### src/rtl/uart_tx_dev_pkg.sv
// Shared definitions for the memory-mapped UART transmitter: register map,
// control bit positions, FSM state encoding and the bit-length helper.
package uart_tx_dev_pkg;

   // Register select values on Addr[3:2] (port bits [1:0] of the word address)
   localparam logic [1:0] UART_REG_DATA   = 2'd0;
   localparam logic [1:0] UART_REG_STATUS = 2'd1;
   localparam logic [1:0] UART_REG_CTRL   = 2'd2;
   localparam logic [1:0] UART_REG_DIV    = 2'd3;

   // CTRL bit indices
   localparam int UART_CTRL_TX_EN  = 0;
   localparam int UART_CTRL_IRQ_EN = 1;

   // Transmit FSM encoding
   localparam int UART_ST_LEN = 2;
   typedef enum logic [UART_ST_LEN-1:0] {
      UART_ST_IDLE  = 2'd0,
      UART_ST_START = 2'd1,
      UART_ST_DATA  = 2'd2,
      UART_ST_STOP  = 2'd3
   } uart_state_t;

   // Clocks per bit for a DIVISOR value; zero is treated as one
   function automatic logic [15:0] bit_cycles(input logic [15:0] div);
      return (div == 16'd0) ? 16'd1 : div;
   endfunction

endpackage

### src/rtl/uart_fifo.sv
// Byte FIFO for the UART transmitter. Push into a full FIFO is dropped;
// the full test uses the occupancy before any simultaneous pop.
module uart_fifo #(
   parameter int DEPTH = 4
) (
   input  logic                     clk,
   input  logic                     reset,
   input  logic                     push,
   input  logic                     pop,
   input  logic [7:0]               din,
   output logic [7:0]               head,
   output logic [$clog2(DEPTH):0]   count,
   output logic                     empty,
   output logic                     full
);

   localparam int AW = $clog2(DEPTH);
   localparam int CW = AW + 1;

   logic [7:0]    mem [DEPTH];
   logic [AW-1:0] rd_ptr;
   logic [AW-1:0] wr_ptr;
   logic          do_push;
   logic          do_pop;

   assign empty   = (count == '0);
   assign full    = (count == CW'(DEPTH));
   assign do_push = push & ~full;
   assign do_pop  = pop & ~empty;
   assign head    = mem[rd_ptr];

   // Pointers wrap naturally (power-of-two depth); count tracks occupancy
   always_ff @(posedge clk or posedge reset) begin
      if (reset) begin
         rd_ptr <= '0;
         wr_ptr <= '0;
         count  <= '0;
      end else begin
         if (do_push) wr_ptr <= wr_ptr + AW'(1);
         if (do_pop)  rd_ptr <= rd_ptr + AW'(1);
         case ({do_push, do_pop})
            2'b10:   count <= count + CW'(1);
            2'b01:   count <= count - CW'(1);
            default: count <= count;
         endcase
      end
   end

   // Storage needs no reset: entries are only read after being written
   always_ff @(posedge clk) begin
      if (do_push) mem[wr_ptr] <= din;
   end

endmodule

### src/rtl/uart_tx_dev.sv
// Memory-mapped 8N1 UART transmitter. Software pushes bytes via DATA, they are
// queued in a small FIFO and shifted out LSB first at DIVISOR clocks per bit.
// IRQ is a level request asserted while enabled and the transmitter is drained.
module uart_tx_dev #(
   parameter int          FIFO_DEPTH = 4,
   parameter logic [15:0] DIV_RESET  = 16'd16
) (
   input  logic        clk,
   input  logic        reset,
   input  logic [29:0] Addr,
   input  logic        WE,
   input  logic [31:0] Din,
   output logic [31:0] Dout,
   output logic        IRQ,
   output logic        tx
);

   import uart_tx_dev_pkg::*;

   localparam int CW = $clog2(FIFO_DEPTH) + 1;

   logic [1:0]    sel;
   logic [1:0]    ctrl;
   logic [15:0]   divisor;
   logic          push;
   logic          pop;
   logic [7:0]    head;
   logic [CW-1:0] count;
   logic          empty;
   logic          full;
   logic          busy;
   logic          tx_en;
   logic [15:0]   bit_load;

   uart_state_t   state, state_n;
   logic [15:0]   cyc, cyc_n;
   logic [2:0]    bit_idx, bit_n;
   logic [7:0]    shreg, shreg_n;
   logic          tx_n;

   // Only the register select is decoded; the rest of the bus is ignored
   logic          unused_bus;
   assign unused_bus = ^{Addr[29:2], Din[31:16]};

   assign sel      = Addr[1:0];
   assign tx_en    = ctrl[UART_CTRL_TX_EN];
   assign push     = WE && (sel == UART_REG_DATA);
   assign busy     = (state != UART_ST_IDLE);
   assign IRQ      = ctrl[UART_CTRL_IRQ_EN] & empty & ~busy;
   // Bit length is sampled from DIVISOR at each bit boundary, so a write
   // mid-frame only affects the bits that start after it
   assign bit_load = bit_cycles(divisor) - 16'd1;

   uart_fifo #(.DEPTH(FIFO_DEPTH)) u_fifo (
      .clk   (clk),
      .reset (reset),
      .push  (push),
      .pop   (pop),
      .din   (Din[7:0]),
      .head  (head),
      .count (count),
      .empty (empty),
      .full  (full)
   );

   // CTRL and DIVISOR software-writable registers
   always_ff @(posedge clk or posedge reset) begin
      if (reset) begin
         ctrl    <= 2'b00;
         divisor <= DIV_RESET;
      end else if (WE) begin
         if (sel == UART_REG_CTRL) ctrl    <= Din[1:0];
         if (sel == UART_REG_DIV)  divisor <= Din[15:0];
      end
   end

   // Transmit FSM state and line register
   always_ff @(posedge clk or posedge reset) begin
      if (reset) begin
         state   <= UART_ST_IDLE;
         cyc     <= '0;
         bit_idx <= '0;
         shreg   <= '0;
         tx      <= 1'b1;
      end else begin
         state   <= state_n;
         cyc     <= cyc_n;
         bit_idx <= bit_n;
         shreg   <= shreg_n;
         tx      <= tx_n;
      end
   end

   // Next-state, baud countdown and FIFO pop; cyc counts remaining cycles of
   // the current bit minus one
   always_comb begin
      state_n = state;
      cyc_n   = cyc;
      bit_n   = bit_idx;
      shreg_n = shreg;
      pop     = 1'b0;
      unique case (state)
         UART_ST_IDLE: begin
            if (tx_en && !empty) begin
               pop     = 1'b1;
               shreg_n = head;
               cyc_n   = bit_load;
               state_n = UART_ST_START;
            end
         end
         UART_ST_START: begin
            if (cyc == 16'd0) begin
               state_n = UART_ST_DATA;
               bit_n   = 3'd0;
               cyc_n   = bit_load;
            end else begin
               cyc_n = cyc - 16'd1;
            end
         end
         UART_ST_DATA: begin
            if (cyc == 16'd0) begin
               cyc_n = bit_load;
               if (bit_idx == 3'd7) begin
                  state_n = UART_ST_STOP;
               end else begin
                  bit_n   = bit_idx + 3'd1;
                  shreg_n = {1'b0, shreg[7:1]};
               end
            end else begin
               cyc_n = cyc - 16'd1;
            end
         end
         UART_ST_STOP: begin
            if (cyc == 16'd0) begin
               // Back-to-back frames: go straight to START without idling
               if (tx_en && !empty) begin
                  pop     = 1'b1;
                  shreg_n = head;
                  cyc_n   = bit_load;
                  state_n = UART_ST_START;
               end else begin
                  state_n = UART_ST_IDLE;
               end
            end else begin
               cyc_n = cyc - 16'd1;
            end
         end
         default: state_n = UART_ST_IDLE;
      endcase

      // Line level is registered from the next state to keep tx glitch-free
      unique case (state_n)
         UART_ST_START: tx_n = 1'b0;
         UART_ST_DATA:  tx_n = shreg_n[0];
         default:       tx_n = 1'b1;
      endcase
   end

   // Read mux, combinational from the register select
   always_comb begin
      Dout = 32'd0;
      unique case (sel)
         UART_REG_DATA:   Dout = 32'd0;
         UART_REG_STATUS: Dout = {24'd0, IRQ, busy, full, empty, 4'(count)};
         UART_REG_CTRL:   Dout = {30'd0, ctrl};
         UART_REG_DIV:    Dout = {16'd0, divisor};
         default:         Dout = 32'd0;
      endcase
   end

endmodule

### config.mk
export PLATFORM = sky130hd
export DESIGN_NAME = uart_tx_dev
export DESIGN_NICKNAME = d
export VERILOG_FILES = /design/src/rtl/uart_tx_dev_pkg.sv /design/src/rtl/uart_fifo.sv /design/src/rtl/uart_tx_dev.sv
export SDC_FILE = /design/constraint.sdc
export NUM_CORES = 1
export LEC_CHECK = 0
export ABC_AREA = 1
export CORE_UTILIZATION = 45
export DETAILED_ROUTE_END_ITERATION = 10
export GPL_ROUTABILITY_DRIVEN = 0
export PLACE_DENSITY = 0.73
export SKIP_LAST_GASP = 1
export SYNTH_ARGS = -nofsm -noshare
export SYNTH_HDL_FRONTEND = slang
export SYNTH_SLANG_ARGS = --single-unit
### constraint.sdc
create_clock -name clk -period 7.2 [get_ports clk]
set_input_delay 0.72 -clock clk [delete_from_list [all_inputs] [get_ports clk]]
set_output_delay 0.72 -clock clk [all_outputs]
set_load 0.02 [all_outputs]
==> results of run 1 <==
-- kinds of logic after synthesis --
logic type | share of synthesized area
xor+xnor | 0.0296
simple gates | 0.276
compound gates | 0.119
fa+ha+maj | 0.0367
flops | 0.439
buf+inv | 0.0987
other cells | 0.000704
-- worst register-to-register path, delay by kind of cell, from the launching register on --
family,cells,cell delay [ps]
adders and majority gates,2,560
xor gates and xnor gates,1,160
and+or+nand+nor,5,900
buffers and inverters,2,570
DFF,1,390
AOI/OAI and AO/OA,2,280
-- layer usage --
| layer | vias to the layer above | track usage | share of wire |
|---|---|---|---|
| met5 | - | 0 | 0 |
| met4 | 0 | 0.100 | 0.026 |
| met3 | 23 | 0.0323 | 0.050 |
| met2 | 153 | 0.346 | 0.48 |
| met1 | 2109 | 0.292 | 0.45 |
| li1 | 2257 | - | - |
-- cells in the final DEF, fill, tap and decap left out, types with 2 or more instances in the layout --
cell,instances
nand2_1,152
nor2_1,94
inv_1,82
dfrtp_1,53
nand3_1,50
o21ai_0,40
clkdlybuf4s50_1,38
edfxtp_1,32
a21oi_1,25
xor2_1,17
conb_1,16
ha_1,14
o22ai_1,11
nor2_2,9
clkbuf_16,9
nor3_1,7
o21ai_1,7
o211ai_1,6
a22o_1,6
nand4_1,4
inv_2,4
o221ai_1,4
nor2_4,3
nand2_2,3
nand3_2,3
nand2_4,3
inv_6,3
o21ai_2,2
or2_1,2
o21bai_1,2
inv_8,2
dfstp_2,2
buf_4,2
-- sequential cells by signal, indices dropped and copies added (netlist names) --
register / count
cyc: 16
u_fifo.wr_ptr: 2
bit_idx: 3
u_fifo.count: 3
tx: 1
divisor: 16
u_fifo.mem: 32
ctrl: 2
u_fifo.rd_ptr: 2
state: 2
shreg: 8
-- final cells by class --
cell class,count,area [um2]
Fill cell,1042,5390
Multi-Input combinational cell,490,2520
Tap cell,143,179
Clock buffer,9,225
Sequential cell,87,2340
Timing Repair Buffer,40,395
Inverter,87,329
Clock inverter,7,95.1
-- power by group --
| part | total, mW | internal (mW) | switching [mW] |
|---|---|---|---|
| sequential | 0.739 | 0.627 | 0.111 |
| combinational | 0.972 | 0.337 | 0.635 |
| clock | 0.503 | 0.281 | 0.222 |
-- path summary, 6_finish.rpt --
| kind | cells past startpoint | slack [ps] | startpoint | end |
|---|---|---|---|---|
| worst max-delay path | 4 | 3860 | Addr[1] | Dout[7] |
| worst min-delay path | 2 | 490 | shreg[2] | shreg[2] |
| worst max register to register | 12 | 4210 | u_fifo.count[0] | u_fifo.count[2] |
| worst min register to register | 2 | 490 | shreg[2] | shreg[2] |
| max in group asynchronous | 3 | 5810 | reset | u_fifo.count[2] |
| min in group asynchronous | 3 | 890 | reset | shreg[0] |
-- metrics by stage --
stage          setup slack [ps]  std cells  power (mW)
3_3_place_gp               3920        847        1.67
5_1_grt                    3700        863        2.40
4_1_cts                    3870        863        2.22
3_5_place_dp               3890        847        1.71
6_report                   3860        863        2.21
2_1_floorplan              4760        696        1.48
==> impl_metrics.csv, run 1 <==
group,metric,value,unit
outcome,status,"completed",
routing,first_iter_violations,287,
setup_path,cpMostUsedCell,"clkdlybuf4s50_1",
setup_path,slowest_stage,"clkdlybuf4s50_1",
routing,wl_per_cell,14.4,um
logic_synthesis,seq_area_frac_synth,0.439,
logic_synthesis,ys_warn_count,0,
clocking,cts_setup_buffers,0,
sta,fin_tns_setup,0,ps
logic_synthesis,yosysUniqueCellTypes,44,
cells_and_area,nNetsFinal,795,
routing,ant_nets,0,
power,ir_drop,0.171,mV
die,start_util,0.464,
grt,grt_max_degree,56,
setup_path,crit_arrival,2620,ps
die,rows,39,
cells_and_area,final_core_util,0.530,
sta,min_period,3340,ps
logic_synthesis,netlist.area_leader.share,0.249,
logic_synthesis,synth-edff-count,32,
setup_path,path_cells,"clkdlybuf4s50_1 > nand2_1 > o21ai_0 > clkdlybuf4s50_1",
grt,grt_pass1_vias,4428,
place,post_dp_cell_area,0.00576,mm2
die,dieArea,0.0123,mm2
die,die_w,111,um
grt,grt_overflow,0,
sta,worst_hold_slack,492,ps
power,power_density,364,mW/mm2
setup_path,end_kind,"output pin",
cells_and_area,diodes,0,
clocking,cts_resized,0,
sta,max_freq,299,MHz
sta,rsz0062_at_grt,"no",
clocking,root_buffer,"clkbuf_16",
routing,vias,4542,
clocking,cts-buffers-inserted,9,
setup_path,cp_top_family,"buffers and inverters",
routing,drt-total-wl,12.4,mm
grt,grt_pass1_wl,21.3,mm
setup_path,path_buf_inv,2,
clocking,cts.clk_slew.worst_paths,70,ps
logic_synthesis,synthArstFlopShare,0.632,
hold_path,hold_path.class,"reg -> reg",
sta,hold_viol,0,
logic_synthesis,synthTopCellsByCount,"nand2_1 (152), nor2_1 (94), inv_1 (83)",
sta,slew_headroom,0.296,
setup_path,slowest_delay,650,ps
logic_synthesis,ys_seq_elements,87,
clocking,cts_max_level,3,
die,ios,99,
sta,setup_viol,0,
clocking,cts_sinks,87,
sta,finalMaxSlewViolations,0,
logic_synthesis,postSynthAreaPerCell,7.82,um2
place,place.detailed.hpwl,8.91,mm
cells_and_area,syn_to_final_growth,14.2,%
sta,fin_crit_sh,0.464,
logic_synthesis,ys.flop_type,"dfrtp_1",
logic_synthesis,syn_inst,681,
setup_path,critPathMaxFanout,16,
grt,grt_usage,0.217,
logic_synthesis,synth_top_cell_by_area,"dfrtp_1",
grt,antenna_found_initial,0,
die,fp.dieH,111,um
power,p_leak,2.84,nW
clocking,cts_tree,"yes",
sta,worst_pin_slew,1050,ps
setup_path,critPathKind,"in -> out",
cells_and_area,final_area,0.00608,mm2
sta,fin_skew,8.71,ps
setup_path,critPathLaunchType,"input port",
routing,viasPerCell,5.26,
cells_and_area,final_layout_size_suffix_gt1_frac,0.0722,
clocking,hold_buffers,0,
logic_synthesis,syn-cell-area,0.00533,mm2
clocking,insertion_delay,350,ps
logic_synthesis,yosys-top-cells-area,"dfrtp_1 (25%), edfxtp_1 (18%), nand2_1 (11%)",
logic_synthesis,yosysMostFrequentCell,"nand2_1",
place,port_buffers,38,
routing,route.detailed.drc,0,
clocking,clk_path_buf_depth,2,
routing,first_pass_iters,5,
job,drv_cap,0,
setup_path,critPathRequiredTime,6480,ps
die,fp.coreArea,0.0115,mm2
No activity file was read; power rests on OpenSTA's default activity.
==> inputs of run 2 (changes only) <==
--- a/config.mk
+++ b/config.mk
@@ -9,7 +9,7 @@
 export CORE_UTILIZATION = 45
 export DETAILED_ROUTE_END_ITERATION = 10
 export GPL_ROUTABILITY_DRIVEN = 0
-export PLACE_DENSITY = 0.73
+export PLACE_DENSITY = 0.76
 export SKIP_LAST_GASP = 1
 export SYNTH_ARGS = -nofsm -noshare
 export SYNTH_HDL_FRONTEND = slang
==> constraint.sdc (replaced) <==
create_clock -name clk -period 2.7 [get_ports clk]
set_input_delay 0.27 -clock clk [delete_from_list [all_inputs] [get_ports clk]]
set_output_delay 0.27 -clock clk [all_outputs]
set_load 0.02 [all_outputs]
==> impl_metrics.csv, run 2 (synthesized netlist as in run 1, its figures left out) <==
group,metric,value,unit
routing,viasPerCell,5.22,
cells_and_area,diodes,0,
clocking,cts_setup_buffers,0,
setup_path,path_cells,"inv_1 > ha_1 > nand2_1 > nor2_1 > nand2_1 > o21ai_0 > clkdlybuf4s50_1",
place,port_buffers,38,
cells_and_area,multi_input_comb_area,0.00255,mm2
die,die_w,111,um
grt,grt_pass1_vias,4459,
clocking,cts_max_level,3,
outcome,status,"completed",
cells_and_area,regMostFlops,"u_fifo.mem",
setup_path,crit_arrival,2260,ps
place,dp_cells,865,
sta,fin_ws,175,ps
cells_and_area,num-fill-cells,999,
routing,top_layer_used,"met4",
cells_and_area,final_layout_size_suffix_gt1_frac,0.0989,
clocking,clk_path_buf_depth,2,
die,ios,99,
sta,max_freq,396,MHz
die,dieArea,0.0123,mm2
cells_and_area,reg.largest.list,"u_fifo.mem x32, cyc x16, divisor x16",
routing,first_pass_iters,6,
grt,grt_max_degree,27,
routing,route.detailed.drc,0,
grt,grt_pass1_wl,20.8,mm
clocking,cts_tree,"yes",
sta,finalMaxSlewViolations,0,
routing,vias,4600,
routing,drt-total-wl,12.5,mm
sta,min_period,2530,ps
setup_path,path_buf_inv,2,
sta,worst_pin_slew,589,ps
cells_and_area,largest_register_ffs,32,
cells_and_area,mostFrequentLayoutCells,"nand2_1 (151), nor2_1 (94), inv_1 (82), dfrtp_1 (53), nand3_1 (50)",
clocking,cts_resized,0,
setup_path,critPathKind,"reg -> out",
die,rows,39,
routing,ant_nets,0,
grt,antenna_found_initial,0,
sta,slew_headroom,0.607,
die,fp.dieH,111,um
clocking,cts_sinks,87,
place,place.detailed.hpwl,9.22,mm
setup_path,critPathLaunchType,"flop",
hold_path,hold_path.class,"in -> async",
setup_path,slowest_delay,640,ps
job,drv_cap,0,
sta,setup_viol,0,
clocking,insertion_delay,350,ps
cells_and_area,fin_cells,881,
die,fp.coreArea,0.0115,mm2
clocking,cts.clk_slew.worst_paths,80,ps
clocking,hold_buffers,0,
setup_path,cp_top_family,"buffers and inverters",
routing,wl_met1,5.26,mm
setup_path,end_kind,"output pin",
setup_path,cpMostUsedCell,"nand2_1",
sta,fin_crit_sh,0.935,
place,post-place-ws,139,ps
die,start_util,0.464,
grt,grt_usage,0.214,
power,power_density,964,mW/mm2
clocking,cts-buffers-inserted,9,
power,ir_drop,0.516,mV
setup_path,slowest_stage,"clkdlybuf4s50_1",
cells_and_area,layout_commonest_cell,"nand2_1",
cells_and_area,syn_to_final_growth,16.9,%
routing,wl_met3,867,um
sta,hold_viol,0,
routing,first_iter_violations,346,
setup_path,critPathMaxFanout,4,
sta,fin_skew,13.5,ps
routing,wl_met2,6.13,mm
cells_and_area,seqCellArea,0.00234,mm2
setup_path,critPathRequiredTime,2430,ps
clocking,root_buffer,"clkbuf_16",
cells_and_area,nNetsFinal,813,
power,p_leak,2.92,nW
grt,grt_overflow,0,
routing,wl_per_cell,14.2,um
==> run 2: changes by cell type in the layout (fill, tap and decap cells not counted), moves of 2 or more <==
cell | before | now
nor2_2 | 9 | 7
xor2_1 | 17 | 15
inv_8 | 2 | 0
xor2_2 | 0 | 2
buf_4 | 2 | 20
nor2_4 | 3 | 5
==> run 2: final timing paths <==
kind / from / cells after the start / end / slack, ps
min: reset / 2 / cyc[8] / 300
max: state[1] / 7 / Dout[7] / 170
min reg2reg: shreg[4] / 2 / shreg[4] / 490
max reg2reg: cyc[0] / 14 / u_fifo.count[2] / 200
max in group asynchronous: reset / 3 / divisor[4] / 1650
min in group clk: shreg[4] / 2 / shreg[4] / 490
==> run 2: final cells by class <==
class	count	area share
Clock inverter	6	0.0119
Multi-Input combinational cell	490	0.409
Sequential cell	87	0.376
Clock buffer	10	0.0368
Timing Repair Buffer	58	0.0852
Inverter	87	0.0528
Tap cell	143	0.0287
==> run 2: metal layers <==
metal  GRT usage  vias to the layer above
met2       0.356                      179
li1            -                     2285
met4      0.0987                        0
met5           0                        -
met3      0.0432                       23
met1       0.266                     2113
==> run 2: stage by stage <==
step	hold slack [ps]	area, um2	utilization	power [mW]	setup TNS (ps)
after floorplan	369	5380	-	3.95	0
after global placement	463	5890	0.514	4.58	0
after detailed placement	471	5890	0.514	4.67	0
after CTS	348	6200	0.540	5.97	0
after global routing	363	6230	0.543	6.43	-3.57
final	303	6230	0.543	6.00	0
==> run 2: worst reg2reg max path: stages (launching register included) <==
cell	delay (ps)
dfrtp_1	360
inv_1	70
ha_1	200
nand2_1	110
nor2_4	140
nand3_2	130
nand2_4	100
nand2_4	80
nor2_4	150
ha_1	170
inv_1	60
fa_1	370
a21oi_1	140
o21ai_0	120
xor2_1	160
==> run 2: where the power goes <==
part / switching [mW] / internal, mW
Combinational: 1.79 / 0.999
Clock: 0.559 / 0.733
Sequential: 0.250 / 1.67
